$ cat config.mk
export PLATFORM = sky130hd
export DESIGN_NAME = switch_debouncer
export DESIGN_NICKNAME = d
export VERILOG_FILES = /design/src/rtl/switch_debouncer.sv
export SDC_FILE = /design/constraint.sdc
export NUM_CORES = 1
export LEC_CHECK = 0
export ABC_AREA = 1
export CAP_MARGIN = 10
export CELL_PAD_IN_SITES_DETAIL_PLACEMENT = 1
export CELL_PAD_IN_SITES_GLOBAL_PLACEMENT = 2
export CORE_MARGIN = 2
export CORE_UTILIZATION = 30
export CTS_BUF_LIST = sky130_fd_sc_hd__clkbuf_16
export CTS_CLUSTER_SIZE = 16
export DETAILED_ROUTE_END_ITERATION = 16
export PLACE_DENSITY = 0.77
export SYNTH_ARGS = -nofsm -noshare
export SYNTH_HDL_FRONTEND = slang
export SYNTH_SLANG_ARGS = --single-unit
$ cat constraint.sdc
create_clock -name CLOCK -period 3.1 [get_ports CLOCK]
set_input_delay 0.31 -clock CLOCK [delete_from_list [all_inputs] [get_ports CLOCK]]
set_output_delay 0.31 -clock CLOCK [all_outputs]
set_load 0.02 [all_outputs]
$ cat src/rtl/switch_debouncer.sv
// Two-flop synchroniser plus four-state qualifier for a bouncy switch input.
// Emits a clean level, one-cycle rise/fall strobes and a wrapping press count.
module switch_debouncer #(
  parameter int DEBOUNCE_CYCLES = 1_000_000,
  parameter int PRESS_W         = 8
) (
  input  logic               CLOCK,
  input  logic               reset,
  input  logic               SW_IN,
  output logic               sw_level,
  output logic               sw_rise,
  output logic               sw_fall,
  output logic [PRESS_W-1:0] press_count
);

  localparam int CNT_W = $clog2(DEBOUNCE_CYCLES + 1);
  localparam logic [CNT_W-1:0] CNT_MAX = CNT_W'(DEBOUNCE_CYCLES - 1);

  typedef enum logic [1:0] {
    LOW,
    WAIT_HIGH,
    HIGH,
    WAIT_LOW
  } state_e;

  state_e state_q, state_d;

  logic               sync0_q, sync1_q;
  logic [CNT_W-1:0]   cnt_q, cnt_d;
  logic               level_q, level_d;
  logic               rise_q, rise_d;
  logic               fall_q, fall_d;
  logic [PRESS_W-1:0] press_q, press_d;

  logic s;
  logic cnt_done;

  assign s        = sync1_q;
  assign cnt_done = (cnt_q == CNT_MAX);

  always_ff @(posedge CLOCK) begin
    if (!reset) begin
      sync0_q <= 1'b0;
      sync1_q <= 1'b0;
    end else begin
      sync0_q <= SW_IN;
      sync1_q <= sync0_q;
    end
  end

  always_ff @(posedge CLOCK) begin
    if (!reset) begin
      state_q <= LOW;
      cnt_q   <= '0;
      level_q <= 1'b0;
      rise_q  <= 1'b0;
      fall_q  <= 1'b0;
      press_q <= '0;
    end else begin
      state_q <= state_d;
      cnt_q   <= cnt_d;
      level_q <= level_d;
      rise_q  <= rise_d;
      fall_q  <= fall_d;
      press_q <= press_d;
    end
  end

  // A reversal inside a WAIT state drops back to the settled state.
  always_comb begin
    state_d = state_q;
    unique case (state_q)
      LOW: begin
        if (s) state_d = WAIT_HIGH;
      end
      WAIT_HIGH: begin
        if (!s)           state_d = LOW;
        else if (cnt_done) state_d = HIGH;
      end
      HIGH: begin
        if (!s) state_d = WAIT_LOW;
      end
      WAIT_LOW: begin
        if (s)            state_d = HIGH;
        else if (cnt_done) state_d = LOW;
      end
    endcase
  end

  always_comb begin
    cnt_d   = cnt_q;
    level_d = level_q;
    rise_d  = 1'b0;
    fall_d  = 1'b0;
    press_d = press_q;
    unique case (state_q)
      LOW: begin
        if (s) cnt_d = '0;
      end
      WAIT_HIGH: begin
        if (!s) begin
          cnt_d = '0;
        end else if (cnt_done) begin
          level_d = 1'b1;
          rise_d  = 1'b1;
          press_d = press_q + PRESS_W'(1);
        end else begin
          cnt_d = cnt_q + CNT_W'(1);
        end
      end
      HIGH: begin
        if (!s) cnt_d = '0;
      end
      WAIT_LOW: begin
        if (s) begin
          cnt_d = '0;
        end else if (cnt_done) begin
          level_d = 1'b0;
          fall_d  = 1'b1;
        end else begin
          cnt_d = cnt_q + CNT_W'(1);
        end
      end
    endcase
  end

  assign sw_level    = level_q;
  assign sw_rise     = rise_q;
  assign sw_fall     = fall_q;
  assign press_count = press_q;

endmodule

# Word level (Yosys, flattened, before mapping)
# Index checks and enable logic that the tools add are counted.
# Widths: inputs -> output; s select.
# op_classes
add_sub_neg,2
eq_ne,12
muxes,19
bitwise,2
reduce_logical,8
# ops
op,count
$mux 20,5
$pmux 20 s4,1
$add 20x1->20 const B,1
$eq 20x20->1 const B,1
$mux 2,6
$ne 2x2->1 const B,6
$add 8x1->8 const B,1
$pmux 2 s4,1
$ne 3x3->1 const B,2
$reduce_and 3->1,2
$mux 1,5
$reduce_and 5->1,1
$eq 2x2->1 const B,2
$reduce_and 4->1,1
$reduce_or 3->1,1
$eq 2x1->1 const B,1
$logic_not 2->1,1
$not 1->1,2
$pmux 1 s2,1
$reduce_and 2->1,1
$reduce_bool 2->1,1
# word_totals
ff_bits,35
inputBits,3
output_inout_bits,11
word_cells,51

# Depth between registers and ports, before layout
# logic_depth
depth_word,4
ltp_mapped,11

# Worst setup path after synthesis
# No wires, ideal clock.
# synth_timing
path_kind,reg-to-reg
start,register cnt_q[0]
end,register cnt_q[0]
setup_time_ns,0.116
t_arrival_ns,1.403
required_ns,2.984
slack_ns,1.581
path_stages_with_launch,11
path_buffers,0
synth_period_minus_slack_ns,1.519
cell_sequence,dfxtp_1 ha_1 inv_2 nor2_4 nand2_2 nor2_4 nand2_4 clkinv_4 nor2_1 o21ai_0 nor2_1
# synth_between
elab_chain_len,4
elab_cells_between_ends,6
# synth_lines
element,line_no,source
from (decl),29,"logic [CNT_W-1:0] cnt_q, cnt_d;"
from (signal assigned),61,cnt_q <= cnt_d;
$add 20x1->20 / $eq 20x20->1 (equally long branches),"108, 121, 39",
$mux 20 *,"103, 117",
$mux 20 (on tied branches),"115, 101",
$pmux 20 s4 *,96,unique case (state_q)
# Every way passes the cells marked *; elsewhere a longest branch is shown, timed or not.
# A chain may end at the register's enable or synchronous reset.

# Final worst setup path
# layout_timing
start,register cnt_q[0]
end,register cnt_q[14]
# Same word-level chain as after synthesis.

==> flow_summary.yaml <==
clocking:
  post_cts_buffers: 0
  hold_buffers: 0
  clk_path_buf_depth: 2
  htreeDepth: 2
  clk_pin_slew_worst_paths_ps: 60
  clk_latency_ps: 280
  cts.sinks: 35
  cts_resized: 0
  cts_root_buffer: "clkbuf_16"
  cts_tree: "done"
  numCtsBuffers: 5
global_routing:
  grt_pass1_wl_mm: 10.1
  grt_pass1_vias: 2001
  grt_max_degree: 19
  antenna_found_initial: 0
  grt.total_usage_pct: 17.5
  grt_remaining_overflow: 0
place:
  port_buffers: 13
  dpl.hpwl_mm: 4.43
  dpl-instance-area_um2: 2170
  finalWeightedCongestion: 0.811
worst_setup_path:
  critPathMaxFanout: 7
  crit_chain: "ha_1 -> nand3_1 -> nor2_2 -> nand2_1 -> nor2_2 -> nand3_1 -> o21ai_0 -> nor2_1"
  worstReg2RegStart: "cnt_q[0]"
  startpoint: "cnt_q[0]"
  reg2regPathDepth: 8
  crit_family: "simple AND/OR/NAND/NOR gates"
  r2r_setup_slack_ps: 1090
  crit_type: "reg2reg"
  critPathCaptureType: "register"
  max_stage_delay_ps: 440
  r2r_end: "cnt_q[14]"
  slowest_stage: "dfxtp_1"
  cp_data_required_time_ps: 3280
  path_buf_inv: 0
  critPathArrivalTime_ps: 2190
  start_kind: "register"
timing:
  setup_viol_count_final: 0
  tightest_slew_ps: 527
  finalMaxSlewViolations: 0
  grt_setup_unrepaired: "false"
  slew_headroom_pct: 64.6
  finalClockSkew_ps: 9.04
  fmax_ghz: 0.498
  setup_tns_ps: 0
  fin_crit_sh_pct: 64.8
  final-hold-violation-count: 0
  min_period_ps: 2010
synth:
  syn-num-nets: 305
  synth_area_um2: 1970
  syn_inst: 300
  synth_seq_cells: 35
  seq_area_frac_synth_pct: 35.6
  yosysWarnings: 0
  syn_avg_cell_area_um2: 6.56
  synth_cell_types: 30
hold_path:
  min_path_type: "reg2reg"
  hold_path_depth: 2
  worstHoldStart: "sync0_q"
  hold_path_end: "s"
power:
  leakagePower_uw: 0.000810
  ir_drop_mv: 0.210
  power_uw: 970
  powerDensity_nw_per_um2: 419
status:
  status: "finished clean"
drt:
  wl_per_cell_um: 14.7
  routed_wl_mm: 5.79
  drtIter0Drc: 97
  vias_per_cell: 4.97
  drc_errors: 0
  ant_nets: 0
  vias: 1959
  dr.pass1.iters: 4
floorplanning:
  die_area_um2: 7220
  core_um2: 6350
  die_w_um: 85.0
  num_rows: 29
  start_util_pct: 31.0
  die-height_um: 85.0
  ioPinCount: 14
job:
  maxCapViolCount: 0
finish:
  nets: 321
  layout_commonest_cell: "nand2_1"
  mostFrequentLayoutCells: "nand2_1, nor2_1, dfxtp_1"
  antennaDiodeCount: 0
  fin_area_um2: 2310
  fillers: 819
  drive_above_1_share_pct: 8.52
  area_growth_syn_to_layout_pct: 17.6
## registers in the layout, summed over array words and instances, names as in the netlist, named ones only
name / count
sw_level: 1
s: 1
sw_fall: 1
press_count: 8
sw_rise: 1
state_q: 1
cnt_q: 20
sync0_q: 1
## cells by family (layout without fill, tap and decap cells)
logic type / count (synthesis) / after routing / synth area share (%)
AND/OR/NAND/NOR: 179 / 179 / 41.5
adder cells (fa/ha/maj): 2 / 2 / 1.27
buffers and inverters: 44 / 61 / 8.97
flip-flops: 35 / 35 / 35.6
XOR/XNOR: 7 / 7 / 3.12
AO/OA/AOI/OAI: 33 / 33 / 9.48
## layout make-up
| type | instances | area, µm² | share of cell area, % |
|---|---|---|---|
| Multi-Input combinational cell | 221 | 1090 | 47.1 |
| Sequential cell | 35 | 701 | 30.3 |
| Inverter | 40 | 155 | 6.71 |
| Timing Repair Buffer | 13 | 130 | 5.62 |
| Clock buffer | 5 | 125 | 5.41 |
| Tap cell | 77 | 96.3 | 4.16 |
| Clock inverter | 3 | 16.3 | 0.703 |
## metal layers
metal  routed length, µm  part of all wire (%)  GRT usage (%)
met3                 124                   2.1           2.92
met1                3020                    52           24.6
met5                   0                     0              0
met4                  61                   1.1           4.33
met2                2580                    45           28.0
## tightest hold or removal path, stage by stage, from the launching register on
cell	delay (ps)
dfxtp_1	300
nand2_1	50
inv_1	40
## metrics by stage
step / setup slack [ps] / utilization, % / hold WS, ps / cells
2_1_floorplan: 1580 / - / 390 / 300
5_1_grt: 853 / 36.4 / 446 / 394
3_3_place_gp: 1000 / 34.2 / 417 / 386
4_1_cts: 1090 / 36.4 / 418 / 394
3_5_place_dp: 950 / 34.2 / 405 / 386
6_report: 1090 / 36.4 / 417 / 394
## where the power goes
part           switching, µW  internal (µW)
Sequential              2.13            452
Combinational           20.2           8.66
Clock                    194            293
Total                    216            753
## how the worst max path moves through the flow
| stage | endpoint | depth (start not counted) |
|---|---|---|
| after CTS | cnt_q[3] | 9 |
| after floorplan | cnt_q[0] | 10 |
| after global routing | press_count[1] | 9 |
| final | cnt_q[14] | 8 |
| after detailed placement | sw_fall | 3 |
| after global placement | sw_fall | 3 |
## synth_stat cells
cell type / number / share of area (%)
a21oi_1: 20 / 5.1
a31oi_1: 1 / 0.32
buf_2: 1 / 0.25
buf_4: 1 / 0.38
clkbuf_1: 1 / 0.19
clkbuf_2: 1 / 0.25
clkinv_1: 1 / 0.19
clkinv_4: 1 / 0.45
dfxtp_1: 35 / 36
ha_1: 2 / 1.3
inv_1: 33 / 6.3
inv_2: 5 / 0.95
nand2_1: 66 / 13
nand2_2: 4 / 1.3
nand2_4: 1 / 0.57
nand3_1: 34 / 8.7
nand4_1: 13 / 4.1
nor2_1: 47 / 9.0
nor2_2: 4 / 1.3
nor2_4: 2 / 1.1
nor2_8: 1 / 1.0
nor3_1: 5 / 1.3
nor4_1: 2 / 0.64
o21ai_0: 6 / 1.5
o21ai_1: 3 / 0.76
o21ai_4: 1 / 0.83
o21bai_1: 1 / 0.38
o21bai_2: 1 / 0.57
xnor2_1: 2 / 0.89
xor2_1: 5 / 2.2
(Power assumes the default switching activity.)
